--- src/rtl/io_write_arbiter_pkg.sv ---
// Shared types for the IO write arbiter: FSM states, requester index and a
// small helper that turns a requester index into its one-hot grant vector.
package io_arb_pkg;

    typedef enum logic [1:0] {
        IDLE  = 2'd0,
        WRITE = 2'd1,
        HOLD  = 2'd2
    } arb_state_t;

    typedef logic req_idx_t;

    function automatic logic [1:0] idx_to_onehot(input req_idx_t idx);
        return idx ? 2'b10 : 2'b01;
    endfunction

endpackage

--- src/rtl/io_write_arbiter_if.sv ---
// Request/write-bus bundle between the two IO requesters (master) and the
// write arbiter (slave).
interface io_write_arbiter_if #(
    parameter int AW = 15,
    parameter int DW = 16
);
    logic [1:0]    req;
    logic [1:0]    lock;
    logic [AW-1:0] addr0;
    logic [AW-1:0] addr1;
    logic [DW-1:0] data0;
    logic [DW-1:0] data1;
    logic          err_clr;
    logic [1:0]    gnt;
    logic [AW-1:0] bus_addr;
    logic [DW-1:0] bus_data;
    logic          bus_we;
    logic          busy;
    logic          err;

    modport master (
        output req, lock, addr0, addr1, data0, data1, err_clr,
        input  gnt, bus_addr, bus_data, bus_we, busy, err
    );

    modport slave (
        input  req, lock, addr0, addr1, data0, data1, err_clr,
        output gnt, bus_addr, bus_data, bus_we, busy, err
    );
endinterface

--- src/rtl/io_write_arbiter_rr_arbiter2.sv ---
// Two-way round-robin picker: a lone request always wins, and on a tie the
// requester named by the pointer wins.
module rr_arbiter2
    import io_arb_pkg::*;
(
    input  logic [1:0] req,
    input  req_idx_t   pointer,
    output logic [1:0] grant
);

    always_comb begin
        grant = 2'b00;
        case (req)
            2'b01:   grant = 2'b01;
            2'b10:   grant = 2'b10;
            2'b11:   grant = idx_to_onehot(pointer);
            default: grant = 2'b00;
        endcase
    end

endmodule

--- src/rtl/io_write_arbiter.sv ---
// IO write arbiter: two requesters share one registered write bus into the IO
// map, with round-robin fairness, locked bursts and a sticky out-of-range flag.
module io_write_arbiter
    import io_arb_pkg::*;
#(
    parameter int          AW        = 15,
    parameter int          DW        = 16,
    parameter int unsigned MAP_BASE  = 32'h7000,
    parameter int unsigned MAP_SIZE  = 16,
    parameter int unsigned MAX_BURST = 4
) (
    input logic               clk50m,
    input logic               rst,
    io_write_arbiter_if.slave arb
);

    // One extra bit keeps MAP_BASE+MAP_SIZE from wrapping at the top of the space.
    localparam logic [AW:0] MAP_LO      = (AW+1)'(MAP_BASE);
    localparam logic [AW:0] MAP_HI      = (AW+1)'(MAP_BASE + MAP_SIZE);
    localparam logic [3:0]  BURST_LIMIT = 4'(MAX_BURST);

    arb_state_t    state_q, state_d;
    req_idx_t      ptr_q, ptr_d;
    req_idx_t      owner_q, owner_d;
    req_idx_t      cap_idx;
    logic [3:0]    burst_q, burst_d;
    logic [1:0]    win_oh;
    logic [1:0]    gnt_q;
    logic          capture;
    logic          cap_in_map;
    logic          bus_we_q;
    logic          busy_q;
    logic          err_q;
    logic [AW-1:0] cap_addr, bus_addr_q;
    logic [DW-1:0] cap_data, bus_data_q;
    logic [AW:0]   cap_addr_ext;

    rr_arbiter2 u_rr (
        .req     (arb.req),
        .pointer (ptr_q),
        .grant   (win_oh)
    );

    always_comb begin
        state_d = state_q;
        ptr_d   = ptr_q;
        owner_d = owner_q;
        burst_d = burst_q;
        capture = 1'b0;
        cap_idx = owner_q;
        case (state_q)
            IDLE: begin
                if (win_oh != 2'b00) begin
                    capture = 1'b1;
                    cap_idx = win_oh[1];
                    owner_d = win_oh[1];
                    ptr_d   = ~win_oh[1];
                    burst_d = 4'd1;
                    state_d = WRITE;
                end
            end
            // The requester swaps its inputs on the edge leaving WRITE, so nothing is captured here.
            WRITE: begin
                if (arb.lock[owner_q] && (burst_q < BURST_LIMIT)) begin
                    state_d = HOLD;
                end else begin
                    state_d = IDLE;
                end
            end
            HOLD: begin
                if (arb.req[owner_q] && arb.lock[owner_q]) begin
                    capture = 1'b1;
                    burst_d = burst_q + 4'd1;
                    state_d = WRITE;
                end else begin
                    state_d = IDLE;
                end
            end
            default: state_d = IDLE;
        endcase
    end

    always_comb begin
        cap_addr     = cap_idx ? arb.addr1 : arb.addr0;
        cap_data     = cap_idx ? arb.data1 : arb.data0;
        cap_addr_ext = {1'b0, cap_addr};
        cap_in_map   = (cap_addr_ext >= MAP_LO) && (cap_addr_ext < MAP_HI);
    end

    always_ff @(posedge clk50m) begin
        if (rst) begin
            state_q    <= IDLE;
            ptr_q      <= 1'b0;
            owner_q    <= 1'b0;
            burst_q    <= 4'd0;
            gnt_q      <= 2'b00;
            bus_we_q   <= 1'b0;
            bus_addr_q <= '0;
            bus_data_q <= '0;
            busy_q     <= 1'b0;
            err_q      <= 1'b0;
        end else begin
            state_q  <= state_d;
            ptr_q    <= ptr_d;
            owner_q  <= owner_d;
            burst_q  <= burst_d;
            gnt_q    <= capture ? idx_to_onehot(cap_idx) : 2'b00;
            bus_we_q <= capture && cap_in_map;
            busy_q   <= (state_d != IDLE);
            if (capture) begin
                bus_addr_q <= cap_addr;
                bus_data_q <= cap_data;
            end
            // A suppressed write in WRITE means out of range; setting beats clearing.
            if ((state_q == WRITE) && !bus_we_q) begin
                err_q <= 1'b1;
            end else if (arb.err_clr) begin
                err_q <= 1'b0;
            end
        end
    end

    assign arb.gnt      = gnt_q;
    assign arb.bus_we   = bus_we_q;
    assign arb.bus_addr = bus_addr_q;
    assign arb.bus_data = bus_data_q;
    assign arb.busy     = busy_q;
    assign arb.err      = err_q;

endmodule

--- src/flat_wrapper.sv ---
// flat-port wrapper written by rule: the top's interface ports become plain ports
module io_write_arbiter_flat import io_arb_pkg::*;
#(
    parameter int          AW        = 15,
    parameter int          DW        = 16,
    parameter int unsigned MAP_BASE  = 32'h7000,
    parameter int unsigned MAP_SIZE  = 16,
    parameter int unsigned MAX_BURST = 4
)
  (clk50m, rst, arb_req, arb_lock, arb_addr0, arb_addr1, arb_data0, arb_data1, arb_err_clr, arb_gnt, arb_bus_addr, arb_bus_data, arb_bus_we, arb_busy, arb_err);
  io_write_arbiter_if #(.AW(AW), .DW(DW)) arb_i ();
  input logic clk50m;
  input logic rst;
  input wire logic [$bits(arb_i.req)-1:0] arb_req;
  input wire logic [$bits(arb_i.lock)-1:0] arb_lock;
  input wire logic [$bits(arb_i.addr0)-1:0] arb_addr0;
  input wire logic [$bits(arb_i.addr1)-1:0] arb_addr1;
  input wire logic [$bits(arb_i.data0)-1:0] arb_data0;
  input wire logic [$bits(arb_i.data1)-1:0] arb_data1;
  input wire logic [$bits(arb_i.err_clr)-1:0] arb_err_clr;
  output wire logic [$bits(arb_i.gnt)-1:0] arb_gnt;
  output wire logic [$bits(arb_i.bus_addr)-1:0] arb_bus_addr;
  output wire logic [$bits(arb_i.bus_data)-1:0] arb_bus_data;
  output wire logic [$bits(arb_i.bus_we)-1:0] arb_bus_we;
  output wire logic [$bits(arb_i.busy)-1:0] arb_busy;
  output wire logic [$bits(arb_i.err)-1:0] arb_err;
  assign arb_i.req = arb_req;
  assign arb_i.lock = arb_lock;
  assign arb_i.addr0 = arb_addr0;
  assign arb_i.addr1 = arb_addr1;
  assign arb_i.data0 = arb_data0;
  assign arb_i.data1 = arb_data1;
  assign arb_i.err_clr = arb_err_clr;
  assign arb_gnt = arb_i.gnt;
  assign arb_bus_addr = arb_i.bus_addr;
  assign arb_bus_data = arb_i.bus_data;
  assign arb_bus_we = arb_i.bus_we;
  assign arb_busy = arb_i.busy;
  assign arb_err = arb_i.err;
  io_write_arbiter #(.AW(AW), .DW(DW), .MAP_BASE(MAP_BASE), .MAP_SIZE(MAP_SIZE), .MAX_BURST(MAX_BURST)) u_core (.clk50m(clk50m), .rst(rst), .arb(arb_i));
endmodule
--- config.mk ---
export PLATFORM = sky130hd
export DESIGN_NAME = io_write_arbiter_flat
export DESIGN_NICKNAME = d
export VERILOG_FILES = /design/src/rtl/io_write_arbiter_pkg.sv /design/src/rtl/io_write_arbiter_if.sv /design/src/rtl/io_write_arbiter_rr_arbiter2.sv /design/src/rtl/io_write_arbiter.sv /design/src/flat_wrapper.sv
export SDC_FILE = /design/constraint.sdc
export NUM_CORES = 1
export LEC_CHECK = 0
export CORE_MARGIN = 5
export CORE_UTILIZATION = 28
export DETAILED_ROUTE_END_ITERATION = 6
export HOLD_SLACK_MARGIN = 0.03
export PLACE_DENSITY_LB_ADDON = 0.08
export SLEW_MARGIN = 20
export SYNTH_ARGS = -nofsm -noshare
export SYNTH_HDL_FRONTEND = slang
export SYNTH_SLANG_ARGS = --single-unit
export TNS_END_PERCENT = 50
--- constraint.sdc ---
create_clock -name clk50m -period 2.3 [get_ports clk50m]
set_clock_uncertainty 0.15 [all_clocks]
set_input_delay 0.46 -clock clk50m [delete_from_list [all_inputs] [get_ports clk50m]]
set_output_delay 0.46 -clock clk50m [all_outputs]
set_load 0.01 [all_outputs]
; ---- Word level (Yosys, flattened, before mapping)
; Index checks and enable logic that the tools add are counted.
[totals]
reg_bits = 44
in_bits = 69
output_inout_bits = 36
elab_cells = 61
[classes]
n_addsub = 1
magnitude_cmp = 4
n_eq_ne = 7
muxes = 23
bitwise = 2
reduce_logical = 14
[ops]
columns = operator, count
row1 = 16-bit two-way mux, 1
row2 = 15-bit >= comparator (second input constant), 1
row3 = 15-bit < comparator (second input constant), 1
row4 = 15-bit two-way mux, 1
row5 = 2-bit case mux with 3 select lines, 2
row6 = 1-bit two-way mux, 11
row7 = 2-bit two-way mux, 4
row8 = 4-bit two-way mux, 2
row9 = 4-bit case mux with 2 select lines, 1
row10 = 2-bit nonzero test, 4
row11 = 2-bit equality test (second input constant), 3
row12 = 1-bit logical AND, 5
row13 = 4-bit by 1-bit adder with 4-bit output (second input constant), 1
row14 = 2-bit by 1-bit equality test with 1-bit output (second input constant), 2
row15 = 4-bit by 3-bit < comparator with 1-bit output (second input constant), 1
row16 = 2-bit by 1-bit != test with 1-bit output (second input constant), 2
row17 = 3-bit AND reduction, 1
row18 = 2-bit zero test, 1
row19 = 1-bit by 2-bit < comparator with 1-bit output (second input constant), 1
row20 = 1-bit inverter, 2
row21 = 1-bit case mux with 2 select lines, 1
row22 = 2-bit AND reduction, 1
row23 = 2-bit OR reduction, 1
row24 = 1-bit zero test, 1

; ---- Depth between registers and ports, before layout
; Gate-level depths: netlist of run 1.
[depth]
word_depth = 9
mapped_depth = 7
depth_no_buf = 5

; ---- Modules after synthesis
; A second synthesis of run 1 with hierarchy kept.
[unflattened]
hier_cells = 242
hier_area_um2 = 1959.4
[by_module_without_submodules]
columns = module, n_inst, cells_per_inst, area_each_um2, seq_area_each_um2
row1 = io_write_arbiter, 1, 239, 1940.6, 880.8
row2 = rr_arbiter2, 1, 3, 18.8, 0.0

; ---- Worst setup path after synthesis of run 1
; Ideal clock, no wire load.
[synth_path]
kind = input port to flip-flop
start = input port arb_lock[0]
end = register u_core.bus_data_q[10], in the netlist u_core.arb.bus_data[10]
setup_time_ns = 0.089
arrival_ns = 1.499
required_time_ns = 2.061
setup_slack_ns = 0.562
stages = 7
n_path_buf = 2
path_cell_list = nor2b_1 > o21ai_1 > a21oi_1 > buf_2 > buf_2 > nor2_1 > a311oi_2
[synth_via]
elab_chain_cells = 5
[synth_lines]
columns = element, line_no
row1 = "start, declared", flat_wrapper.sv:15  ; input wire logic [$bits(arb_i.lock)-1:0] arb_lock;
row2 = 1-bit two-way mux (implied by the code) (2 in a row), io_write_arbiter.sv:71  ; if (arb.req[owner_q] && arb.lock[owner_q]) begin
row3 = 1-bit logical AND, io_write_arbiter.sv:71
row4 = 1-bit two-way mux, io_write_arbiter.sv:71
row5 = 1-bit case mux with 2 select lines, io_write_arbiter.sv:51  ; case (state_q)
row6 = "end signal, assigned", io_write_arbiter.sv:112  ; bus_data_q <= cap_data;
row7 = "end, declared", io_write_arbiter.sv:35  ; logic [DW-1:0] cap_data, bus_data_q;
; Every way passes these cells. The select of a mux whose other input is x is not followed.
; A chain may end at the register's enable or synchronous reset.

; ---- Worst setup path after layout of run 1
; Ends and elaborated chain as after synthesis.

==> impl_metrics.json, run 1 <==
{
  "status": "complete, no violations",
  "setup_violations": 0,
  "gp_congestion": 0.7804,
  "min_period_over_period": 0.8722,
  "vdd_drop_max_mv": 0.1988,
  "synth_edf_count": 0,
  "tritoncts": "done",
  "cts_sinks": 44,
  "port_buffers": 104,
  "multiInputGateArea_sq_mm": 0.001165,
  "ios": 105,
  "antenna_found_initial": 0,
  "routed_via_density": 4.600,
  "htreeDepth": 2,
  "syn_inst": 240,
  "grtUsageTotal": 0.1354,
  "clockBufferDepth": 2,
  "cp.arrival_ns": 2.07,
  "holdBufCountCts": 0,
  "crit_fanout": 37,
  "rsz0062_at_grt": "no",
  "worstSetupStartpointType": "primary input",
  "slew_headroom": 0.7442,
  "holdWs_ns": 0.3062,
  "syn_area_per_cell_sq_um": 9.014,
  "die_h_microns": 97.90,
  "yosysWarningCount": 0,
  "final-max-slew-violation-count": 0,
  "tightest_slew_ns": 0.3811,
  "crit_path_cell_trace": "clkdlybuf4s50_1 -> nor2b_1 -> o21ai_1 -> a21oi_4 -> buf_12 -> nor2_1 -> a311oi_2",
  "die_w_microns": 97.90,
  "pwr_density_cell_mw_per_mm2": 608.7,
  "nNetsFinal": 412,
  "first_pass_iters": 4,
  "leakage_nw": 1.259,
  "cts-root-buf": "clkbuf_8",
  "critical-path-slowest-cell": "clkdlybuf4s50_1",
  "cts_resized": 0,
  "synth_seq_cells": 44,
  "drive_gt1_frac": 0.1778,
  "grt_pass1_wl_microns": 10670,
  "core_sq_mm": 0.007607,
  "setup.worst_path.end_class": "flip-flop",
  "async_flop_share": 0,
  "crit_type": "in2reg",
  "start_util": 0.2844,
  "regArea_sq_um": 880.8,
  "syn_nets": 310,
  "cpPeakStageDelay_ns": 0.45,
  "wire_per_inst_microns": 14.37,
  "dieArea_sq_mm": 0.009584,
  "area_growth_pct": 59.40,
  "grt_overflow": 0,
  "hp-class": "reg2reg",
  "final.fill_count": 772,
  "path_clk_slew_ns": 0.08,
  "row_count": 32,
  "post_cts_buffers": 0,
  "clkLatencyLatePin_ns": 0.29,
  "fin_crit_ns": 2.006,
  "critical_path_required_ns": 2.36,
  "hpwl_microns": 4862,
  "wl_microns": 6394,
  "drt_iter0_drc": 49,
  "antenna_cells": 0,
  "max_cap_viol_count": 0,
  "cts-buffers-inserted": 5,
  "synth_cell_types": 36,
  "drtAntennaViolNets": 0,
  "yosysSeqAreaShare": 0.4072,
  "timing.setup.tns_ns": 0,
  "post-route-util": 0.4533,
  "hold_viol_final": 0,
  "route.detailed.drc": 0,
  "synth_area_sq_mm": 0.002163,
  "vias": 2047,
  "fmax_mhz": 498.5,
  "ys.flop_type": "dfxtp_1",
  "first_global_vias": 2134,
  "grt_max_degree": 38
}
## synth_stat cells (3+ instances only)
master,number,area share
nand2_1,55,0.095
dfxtp_1,44,0.41
nor2_1,39,0.068
a311oi_2,30,0.21
nand2_2,10,0.029
a21oi_1,5,0.012
buf_2,5,0.012
buf_4,5,0.017
clkbuf_1,5,0.0087
buf_6,4,0.021
inv_1,3,0.0052
nor3_1,3,0.0069
## final timing paths
check / from / endpoint / slack, ns / cells past startpoint
worst max register to register: u_core.state_q[0] / u_core.arb.bus_addr[4] / 0.45 / 6
worst min-delay path: u_core.burst_q[3] / u_core.state_q[1] / 0.31 / 1
worst min register to register: u_core.burst_q[3] / u_core.state_q[1] / 0.31 / 1
worst max-delay path: arb_lock[0] / u_core.arb.bus_data[10] / 0.29 / 7
## cell usage in the layout, fill, tap and decap left out, drive strengths merged, types with 2 or more instances in the layout
cell type      synthesis  routed
nand3                  2       2
clkdlybuf4s50          0     103
buf                   14      11
dfxtp                 44      44
nand2                 65      65
and3b                  2       2
nor4b                  2       2
nand4                  2       2
o21ai                  4       4
nor3                   3       3
inv                    3       3
a311oi                32      32
clkbuf                 5       8
nor4                   2       2
a21oi                  6       6
nor2                  40      40
## power breakdown
group / switching, W / internal [W]
clock network: 0.000265 / 0.000246
logic: 0.000325 / 0.000380
registers: 0.0000429 / 0.000840
total: 0.000633 / 0.00147
## worst max-delay path: cells and delay by family
kind                   cells  cell delay (ns)
buffers and inverters      2             0.69
AO/OA/AOI/OAI              3             0.65
AND/OR/NAND/NOR            2             0.25
## cell families after synthesis
family | share of synthesized area
AND/OR/NAND/NOR | 0.2510
XOR/XNOR | 0.004049
AO/OA/AOI/OAI | 0.2684
buffers and inverters | 0.06362
adder cells (fa/ha/maj) | 0.005783
flip-flops | 0.4072
## sequential cells by signal, summed over array words and instances (netlist names)
name / flops
u_core.arb.bus_addr: 15
u_core.ptr_q: 1
u_core.arb.gnt: 2
u_core.burst_q: 4
u_core.arb.busy: 1
u_core.arb.bus_we: 1
u_core.state_q: 2
u_core.owner_q: 1
u_core.arb.err: 1
u_core.arb.bus_data: 16
## metal layers
layer,global-route usage,up-vias,part of all wire
met3,0.05357,6,0.078
met4,0.03834,0,0.014
met1,0.1664,934,0.44
met2,0.2199,59,0.47
li1,-,1048,-
met5,0,-,0
## final cells by class
class	count	share of cell area
tap	102	0.03701
inverter	3	0.003266
sequential	44	0.2554
timing repair buffer	114	0.3403
clock buffer	8	0.02612
multi-input combinational	174	0.3378
## stage by stage
step | setup slack (ns) | power [W] | cell area, sq um | cells
finish | 0.2941 | 0.002099 | 3448 | 445
global route | 0.1440 | 0.002229 | 3448 | 445
CTS | 0.3173 | 0.002134 | 3448 | 445
detailed placement | 0.02247 | 0.001618 | 3358 | 437
global placement | 0.05772 | 0.001611 | 3358 | 437
floorplan | 0.5624 | 0.001261 | 2163 | 240
Note: power is estimated with default switching activity, not from simulation.
==> inputs of run 2 (changes only) <==
--- a/config.mk
+++ b/config.mk
@@ -5,6 +5,7 @@
 export SDC_FILE = /design/constraint.sdc
 export NUM_CORES = 1
 export LEC_CHECK = 0
+export CAP_MARGIN = 20
 export CORE_MARGIN = 5
 export CORE_UTILIZATION = 28
 export DETAILED_ROUTE_END_ITERATION = 6
==> results of run 2 <==
No change in the layout: final DEF, timing and power equal those of run 1.
==> inputs of run 3 (changes only) <==
--- a/config.mk
+++ b/config.mk
@@ -11,6 +11,7 @@
 export DETAILED_ROUTE_END_ITERATION = 6
 export HOLD_SLACK_MARGIN = 0.03
 export PLACE_DENSITY_LB_ADDON = 0.08
+export SKIP_LAST_GASP = 1
 export SLEW_MARGIN = 20
 export SYNTH_ARGS = -nofsm -noshare
 export SYNTH_HDL_FRONTEND = slang
==> results of run 3 <==
No change in the layout: final DEF, timing and power equal those of run 1.
